--- src/rtl/gpio_button_conditioner.sv ---
// Button conditioner: polarity fix, two-flop synchronizer and counter debounce per button,
// with debounced edges queued as events. Define GPIO_COND_REPEAT_EN to add hold auto-repeat.
module gpio_button_conditioner #(
  parameter int NUM_BUTTONS = 5,
  parameter logic [NUM_BUTTONS-1:0] ACTIVE_LOW_MASK = {NUM_BUTTONS{1'b1}},
  parameter int DEBOUNCE_CYCLES = 36000,
  parameter int FIFO_DEPTH = 4,
  parameter int REPEAT_DELAY = 18000000,
  parameter int REPEAT_PERIOD = 3600000,
  localparam int IW = (NUM_BUTTONS > 1) ? $clog2(NUM_BUTTONS) : 1
) (
  input  logic                   clock,
  input  logic                   reset,
  input  logic [NUM_BUTTONS-1:0] button_in,
  output logic [NUM_BUTTONS-1:0] button_level,
  output logic [IW+1:0]          event_tdata,
  output logic                   event_tvalid,
  input  logic                   event_tready,
  output logic                   overflow,
  input  logic                   overflow_clear
);

  localparam int CW = $clog2(DEBOUNCE_CYCLES);
  localparam int AW = $clog2(FIFO_DEPTH);
  localparam logic [CW-1:0] CNT_LAST = CW'(DEBOUNCE_CYCLES - 1);

  if (NUM_BUTTONS < 1 || NUM_BUTTONS > 32 || DEBOUNCE_CYCLES < 2 || FIFO_DEPTH < 2 ||
      (FIFO_DEPTH & (FIFO_DEPTH - 1)) != 0 || REPEAT_DELAY < 1 || REPEAT_PERIOD < 1) begin : g_param_check
    $error("gpio_button_conditioner: invalid parameter set");
  end

  logic [NUM_BUTTONS-1:0] sync_p0, sync_p1;
  logic [CW-1:0]          db_cnt [NUM_BUTTONS];
  logic [NUM_BUTTONS-1:0] level_prev, lvl_edge;
  logic [NUM_BUTTONS-1:0] pending, pend_press, grant, rep_req, rep_take;
  logic [IW-1:0]          grant_idx;
  logic                   grant_vld, lost;
  logic [IW+1:0]          fifo_mem [FIFO_DEPTH];
  logic [IW+1:0]          fifo_wdata;
  logic [AW:0]            wptr, rptr;
  logic                   fifo_full, fifo_empty, pop;

  // Stage p0/p1: synchronizer, reset to the inactive (not pressed) state
  always_ff @(posedge clock or posedge reset) begin
    if (reset) begin
      sync_p0 <= '0;
      sync_p1 <= '0;
    end else begin
      sync_p0 <= button_in ^ ACTIVE_LOW_MASK;
      sync_p1 <= sync_p0;
    end
  end

  // Debounce: level follows sync_p1 only after DEBOUNCE_CYCLES consecutive mismatching samples
  always_ff @(posedge clock or posedge reset) begin
    if (reset) begin
      for (int i = 0; i < NUM_BUTTONS; i++) db_cnt[i] <= '0;
      button_level <= '0;
      level_prev   <= '0;
    end else begin
      level_prev <= button_level;
      for (int i = 0; i < NUM_BUTTONS; i++) begin
        if (sync_p1[i] == button_level[i]) begin
          db_cnt[i] <= '0;
        end else if (db_cnt[i] == CNT_LAST) begin
          button_level[i] <= ~button_level[i];
          db_cnt[i]       <= '0;
        end else begin
          db_cnt[i] <= db_cnt[i] + CW'(1);
        end
      end
    end
  end

  assign lvl_edge = button_level ^ level_prev;

`ifdef GPIO_COND_REPEAT_EN
  localparam int HMAX = (REPEAT_DELAY > REPEAT_PERIOD) ? REPEAT_DELAY : REPEAT_PERIOD;
  localparam int HCW  = $clog2(HMAX + 1);

  logic [HCW-1:0]         hold_cnt [NUM_BUTTONS];
  logic [NUM_BUTTONS-1:0] rep_phase, pend_rep;

  always_comb begin
    rep_req = '0;
    for (int i = 0; i < NUM_BUTTONS; i++)
      rep_req[i] = button_level[i] && (rep_phase[i] ? (hold_cnt[i] == HCW'(REPEAT_PERIOD))
                                                    : (hold_cnt[i] == HCW'(REPEAT_DELAY)));
  end

  // hold_cnt counts cycles since the press; after the first repeat it counts the period instead
  always_ff @(posedge clock or posedge reset) begin
    if (reset) begin
      for (int i = 0; i < NUM_BUTTONS; i++) hold_cnt[i] <= '0;
      rep_phase <= '0;
    end else begin
      for (int i = 0; i < NUM_BUTTONS; i++) begin
        if (!button_level[i]) begin
          hold_cnt[i]  <= '0;
          rep_phase[i] <= 1'b0;
        end else if (rep_req[i]) begin
          hold_cnt[i]  <= HCW'(1);
          rep_phase[i] <= 1'b1;
        end else begin
          hold_cnt[i] <= hold_cnt[i] + HCW'(1);
        end
      end
    end
  end

  always_ff @(posedge clock) begin
    for (int i = 0; i < NUM_BUTTONS; i++) begin
      if (lvl_edge[i]) pend_rep[i] <= 1'b0;
      else if (rep_take[i]) pend_rep[i] <= 1'b1;
    end
  end

  assign fifo_wdata = {pend_rep[grant_idx], pend_press[grant_idx], grant_idx};
`else
  assign rep_req    = '0;
  assign fifo_wdata = {1'b0, pend_press[grant_idx], grant_idx};
`endif

  // A repeat only lands in an empty slot (or one being drained this cycle); real edges win
  assign rep_take = rep_req & ~lvl_edge & (~pending | grant);
  assign lost     = |(lvl_edge & pending & ~grant);

  always_comb begin
    grant     = '0;
    grant_idx = '0;
    grant_vld = 1'b0;
    if (!fifo_full) begin
      for (int i = NUM_BUTTONS - 1; i >= 0; i--) begin
        if (pending[i]) begin
          grant     = '0;
          grant[i]  = 1'b1;
          grant_idx = IW'(i);
          grant_vld = 1'b1;
        end
      end
    end
  end

  always_ff @(posedge clock or posedge reset) begin
    if (reset) begin
      pending  <= '0;
      overflow <= 1'b0;
    end else begin
      for (int i = 0; i < NUM_BUTTONS; i++) begin
        if (lvl_edge[i] || rep_take[i]) pending[i] <= 1'b1;
        else if (grant[i]) pending[i] <= 1'b0;
      end
      if (lost) overflow <= 1'b1;
      else if (overflow_clear) overflow <= 1'b0;
    end
  end

  always_ff @(posedge clock) begin
    for (int i = 0; i < NUM_BUTTONS; i++) begin
      if (lvl_edge[i]) pend_press[i] <= button_level[i];
      else if (rep_take[i]) pend_press[i] <= 1'b1;
    end
  end

  // Event FIFO: full is judged before the pop, so a push into a full FIFO waits a cycle
  assign fifo_empty = (wptr == rptr);
  assign fifo_full  = (wptr[AW] != rptr[AW]) && (wptr[AW-1:0] == rptr[AW-1:0]);
  assign pop        = !fifo_empty && event_tready;

  always_ff @(posedge clock or posedge reset) begin
    if (reset) begin
      wptr <= '0;
      rptr <= '0;
    end else begin
      if (grant_vld) wptr <= wptr + 1'b1;
      if (pop) rptr <= rptr + 1'b1;
    end
  end

  always_ff @(posedge clock) begin
    if (grant_vld) fifo_mem[wptr[AW-1:0]] <= fifo_wdata;
  end

  assign event_tvalid = !fifo_empty;
  assign event_tdata  = fifo_empty ? '0 : fifo_mem[rptr[AW-1:0]];

endmodule

--- config.mk ---
export PLATFORM = sky130hd
export DESIGN_NAME = gpio_button_conditioner
export DESIGN_NICKNAME = d
export VERILOG_FILES = /design/src/rtl/gpio_button_conditioner.sv
export SDC_FILE = /design/constraint.sdc
export NUM_CORES = 1
export LEC_CHECK = 0
export ABC_AREA = 1
export BUFFER_PORTS_ARGS = -buffer_cell sky130_fd_sc_hd__buf_2
export CORE_ASPECT_RATIO = 1.4
export CORE_MARGIN = 5
export CORE_UTILIZATION = 50
export CTS_CLUSTER_DIAMETER = 200
export DETAILED_ROUTE_END_ITERATION = 16
export GPL_ROUTABILITY_DRIVEN = 0
export PLACE_DENSITY_LB_ADDON = 0.05
export RECOVER_POWER = 50
export SLEW_MARGIN = 10
export SYNTH_ARGS = -nofsm -noshare
export SYNTH_HDL_FRONTEND = slang
export SYNTH_SLANG_ARGS = --single-unit
--- constraint.sdc ---
create_clock -name clock -period 6.3 [get_ports clock]
set_input_delay 0.315 -clock clock [delete_from_list [all_inputs] [get_ports clock]]
set_output_delay 0.315 -clock clock [all_outputs]
set_load 0.03 [all_outputs]
==> impl_metrics.prom <==
# TYPE chip_impl_metric gauge
chip_impl_metric{name="core_area",unit="mm²"} 0.0128
chip_impl_metric{name="floorplan.initialDensity",unit="%"} 50.8
chip_impl_info{name="tritoncts_clock_tree",value="yes"} 1
chip_impl_metric{name="place_hpwl",unit="µm"} 9010
chip_impl_metric{name="timing_worst_slew_pin_value",unit="ns"} 2.40
chip_impl_info{name="worstReg2RegEnd",value="fifo_mem[3][3]"} 1
chip_impl_metric{name="fin_skew",unit="ns"} 0.00792
chip_impl_info{name="top_usage_layer",value="met2"} 1
chip_impl_info{name="holdCritPathClass",value="in -> reg"} 1
chip_impl_metric{name="dr_total_vias",unit=""} 4914
chip_impl_metric{name="timing.slew.headroom",unit="%"} -61.1
chip_impl_metric{name="power.leakage",unit="nW"} 3.36
chip_impl_metric{name="drcViolationCount",unit=""} 0
chip_impl_metric{name="nFillCells",unit=""} 1180
chip_impl_metric{name="final_nets",unit=""} 824
chip_impl_metric{name="fin_crit",unit="ns"} 2.23
chip_impl_metric{name="vias_in_the_first_global_route",unit=""} 4859
chip_impl_metric{name="synthesis.area_per_instance",unit="µm²"} 8.46
chip_impl_info{name="critical-path-top-delay-family",value="simple AND/OR/NAND/NOR gates"} 1
chip_impl_info{name="leading_cell_types_by_total_area_after_synthesis",value="dfrtp_1 (43%), edfxtp_1 (9.7%), nor2_1 (9.1%)"} 1
chip_impl_metric{name="clock-sinks",unit=""} 133
chip_impl_metric{name="fin_tns_setup",unit="ns"} 0
chip_impl_metric{name="synth_cell_type_count",unit=""} 41
chip_impl_metric{name="worst_hold_path.num_cells",unit=""} 2
chip_impl_metric{name="fin_area",unit="mm²"} 0.00737
chip_impl_metric{name="num_io_pins",unit=""} 21
chip_impl_metric{name="viasPerCell",unit=""} 5.06
chip_impl_metric{name="placed_area",unit="mm²"} 0.00677
chip_impl_metric{name="htree_num_levels",unit=""} 4
chip_impl_metric{name="port_buffers",unit=""} 19
chip_impl_metric{name="grt_max_degree",unit=""} 59
chip_impl_metric{name="synth_largest_type_area_fraction",unit="%"} 43.1
chip_impl_metric{name="clk_transition_reported_paths",unit="ns"} 0.06
chip_impl_metric{name="groute.layer.met1.usage",unit="%"} 21.2
chip_impl_metric{name="sequential_share_of_the_synthesized_area",unit="%"} 52.7
chip_impl_info{name="r2r-start",value="rptr[0]"} 1
chip_impl_metric{name="drv_slew",unit=""} 56
chip_impl_metric{name="synthArstFlopShare",unit="%"} 84.2
chip_impl_metric{name="area_of_the_multi_input_gates",unit="mm²"} 0.00255
chip_impl_metric{name="peak_supply_drop",unit="µV"} 153
chip_impl_metric{name="setup_viol_count_final",unit=""} 0
chip_impl_metric{name="cts-buffers-inserted",unit=""} 17
chip_impl_metric{name="p_per_area",unit="mW/mm²"} 299
chip_impl_metric{name="syn2layout_area_growth",unit="%"} 13.3
chip_impl_metric{name="cts.hold.buffers_added",unit=""} 0
chip_impl_metric{name="drt_first_iter_violations",unit=""} 256
chip_impl_metric{name="wire_length_of_the_first_global_routing_pass",unit="µm"} 21900
chip_impl_info{name="synth-main-ff-cell",value="dfrtp_1"} 1
chip_impl_metric{name="postSynthRegisterBits",unit=""} 133
chip_impl_info{name="slowest_stage",value="dfrtp_1"} 1
chip_impl_info{name="critical_path.most_common_cell",value="nor2_1"} 1
chip_impl_metric{name="cp_data_arrival_time",unit="ns"} 2.43
chip_impl_metric{name="die_x",unit="µm"} 106
chip_impl_metric{name="post_cts_buffers",unit=""} 0
chip_impl_metric{name="final-seq-area",unit="mm²"} 0.00343
chip_impl_metric{name="die_h",unit="µm"} 145
chip_impl_metric{name="groute.usage.overall",unit="%"} 17.4
chip_impl_metric{name="cp_max_fo",unit=""} 11
chip_impl_metric{name="yosysWarnings",unit=""} 0
chip_impl_metric{name="critical-path-max-stage-delay",unit="ns"} 0.49
chip_impl_metric{name="achievable-frequency",unit="MHz"} 449
chip_impl_metric{name="layout-drive-gt1-share",unit="%"} 9.90
chip_impl_metric{name="clock_latency_at_the_later_pin_of_the_worst_skew_pair",unit="ns"} 0.41
chip_impl_info{name="synthTopCellsByCount",value="nor2_1 (157), nand2_1 (141), dfrtp_1 (112), inv_1 (112), nand3_1 (36)"} 1
chip_impl_metric{name="detail-route-antenna-nets",unit=""} 0
chip_impl_metric{name="max_cap_violations",unit=""} 1
chip_impl_metric{name="worst_case_register_to_register_setup_slack",unit="ns"} 4.07
chip_impl_info{name="failed_checks",value="max-capacitance violations, max-slew violations"} 1
chip_impl_metric{name="met3_usage",unit="%"} 3.91
chip_impl_metric{name="globalRouteMet2Util",unit="%"} 30.1
chip_impl_info{name="setup.worst_path.start_class",value="register"} 1
chip_impl_metric{name="share_of_the_clock_period_used_by_the_worst_path",unit="%"} 35.3
chip_impl_metric{name="post_cts_resize_count",unit=""} 0
chip_impl_metric{name="num_antenna_cells",unit=""} 0
chip_impl_metric{name="synth_enable_flop_cells",unit=""} 21
chip_impl_metric{name="synth_cells",unit=""} 769
chip_impl_metric{name="critical_path_required",unit="ns"} 6.50
chip_impl_metric{name="cp_num_buf_inv",unit=""} 1
chip_impl_info{name="endpoint_kind",value="register"} 1
chip_impl_metric{name="endpoints_failing_hold",unit=""} 0
chip_impl_metric{name="net_count_synth",unit=""} 788
chip_impl_metric{name="drtPass1Iterations",unit=""} 4
chip_impl_info{name="worstHoldStart",value="button_in[4]"} 1
chip_impl_info{name="top_cell_type_by_total_area_after_synthesis",value="dfrtp_1"} 1
chip_impl_metric{name="netlist_area",unit="mm²"} 0.00651
chip_impl_info{name="synth.most_common_cell",value="nor2_1"} 1
chip_impl_info{name="result_of_the_run",value="complete, but fails checks"} 1
chip_impl_metric{name="antenna_found_initial",unit=""} 0
chip_impl_metric{name="wl_per_cell",unit="µm"} 12.9
chip_impl_info{name="cts.root.buffer_cell",value="clkbuf_16"} 1
chip_impl_info{name="timing.hold.worst_endpoint",value="sync_p0[4]"} 1
chip_impl_info{name="worst_path_class_setup",value="reg -> reg"} 1
chip_impl_metric{name="die_area",unit="mm²"} 0.0154
chip_impl_metric{name="grt_overflow",unit=""} 0
chip_impl_info{name="critical_path.cell_chain",value="xnor2_1, nand3_1, nand2_2, inv_2, nand2_1, nor2_1, nor2_1"} 1
chip_impl_metric{name="reg2regPathDepth",unit=""} 7
chip_impl_metric{name="ctsLongestPathBuffers",unit=""} 2
chip_impl_info{name="rsz0062_at_grt",value="no"} 1
chip_impl_metric{name="rows",unit=""} 49
chip_impl_metric{name="wirelength",unit="µm"} 12500
cells in the final DEF, fill, tap and decap left out, types with 2 or more instances in the layout:
cell type and n:
and3_1 6, ha_1 10, nand4_1 10, clkinv_4 3, a211oi_1 3, edfxtp_1 21, o22ai_1 5, nor3_2 4
a21oi_1 20, xnor2_1 7, a21boi_0 2, buf_2 17, inv_1 111, nand2_1 141, a21oi_2 2, o21a_1 3
clkbuf_1 3, nor2_2 6, dfrtp_1 112, clkbuf_8 2, or2_2 2, nor2_1 158, nor3_1 23, clkinvlp_4 2
o21ai_0 25, bufinv_16 4, xor2_1 29, nand2_2 8, nor3b_1 5, inv_2 6, nand3_1 37, clkinv_2 2
clkbuf_16 18
cell families (layout without fill, tap and decap cells):
group / Yosys count / in the layout / synth area share (%)
adder cells (fa/ha/maj): 10 / 10 / 1.92
AND/OR/NAND/NOR: 403 / 403 / 27.1
buffers and inverters: 122 / 171 / 7.38
flip-flops: 133 / 133 / 52.7
AO/OA/AOI/OAI: 64 / 64 / 5.54
other: 1 / 1 / 0.0576
XOR/XNOR: 36 / 36 / 5.25
through the flow:
step                      util, %  hold slack [ns]  setup WS, ns  total power [mW]  std cells
final                        57.6           0.0362          4.07              2.21        971
after global routing         57.6           0.0231          3.64              2.31        971
after CTS                    57.9           0.0211          4.09              2.25        971
after detailed placement     52.8            0.337          4.53              1.18        939
after global placement       52.8            0.334          4.57              1.17        939
after floorplan                 -            0.331          3.03              1.13        769
cell type report:
class                           count  area share (%)
Sequential cell                   133            46.6
Multi-Input combinational cell    514            34.6
Tap cell                          153            2.60
Clock inverter                     11            2.32
Inverter                          119            6.07
Timing Repair Buffer               20            1.36
Clock buffer                       21            6.53
per-layer routing:
layer	wire [µm]	share of wire (%)
met5	0	0
met4	171	1.4
met3	323	2.6
met2	6660	53
met1	5360	43
how the worst max path moves through the flow:
stage / start / cells past startpoint / end
floorplan: reset / 1 / button_level[0]
global placement: rptr[0] / 6 / event_tdata[0]
detailed placement: rptr[0] / 6 / event_tdata[1]
CTS: rptr[0] / 6 / event_tdata[1]
global route: reset / 3 / rptr[2]
finish: rptr[0] / 7 / fifo_mem[3][3]
registers in the layout, summed over array words and instances, names as in the netlist, 5 cells and up:
name	count
pend_press	5
sync_p0	5
level_prev	5
pending	5
db_cnt	80
button_level	5
fifo_mem	16
sync_p1	5
report_power, final:
part           internal, mW  switching [mW]
logic                0.0663           0.160
clock network         0.708           0.358
registers             0.892          0.0232
total                  1.67           0.541
worst reg2reg max path, stage by stage, from the launching register on:
cell	delay [ns]
dfrtp_1	0.49
xnor2_1	0.41
nand3_1	0.49
nand2_2	0.21
inv_2	0.08
nand2_1	0.07
nor2_1	0.04
nor2_1	0.24
(Power assumes the default switching activity.)
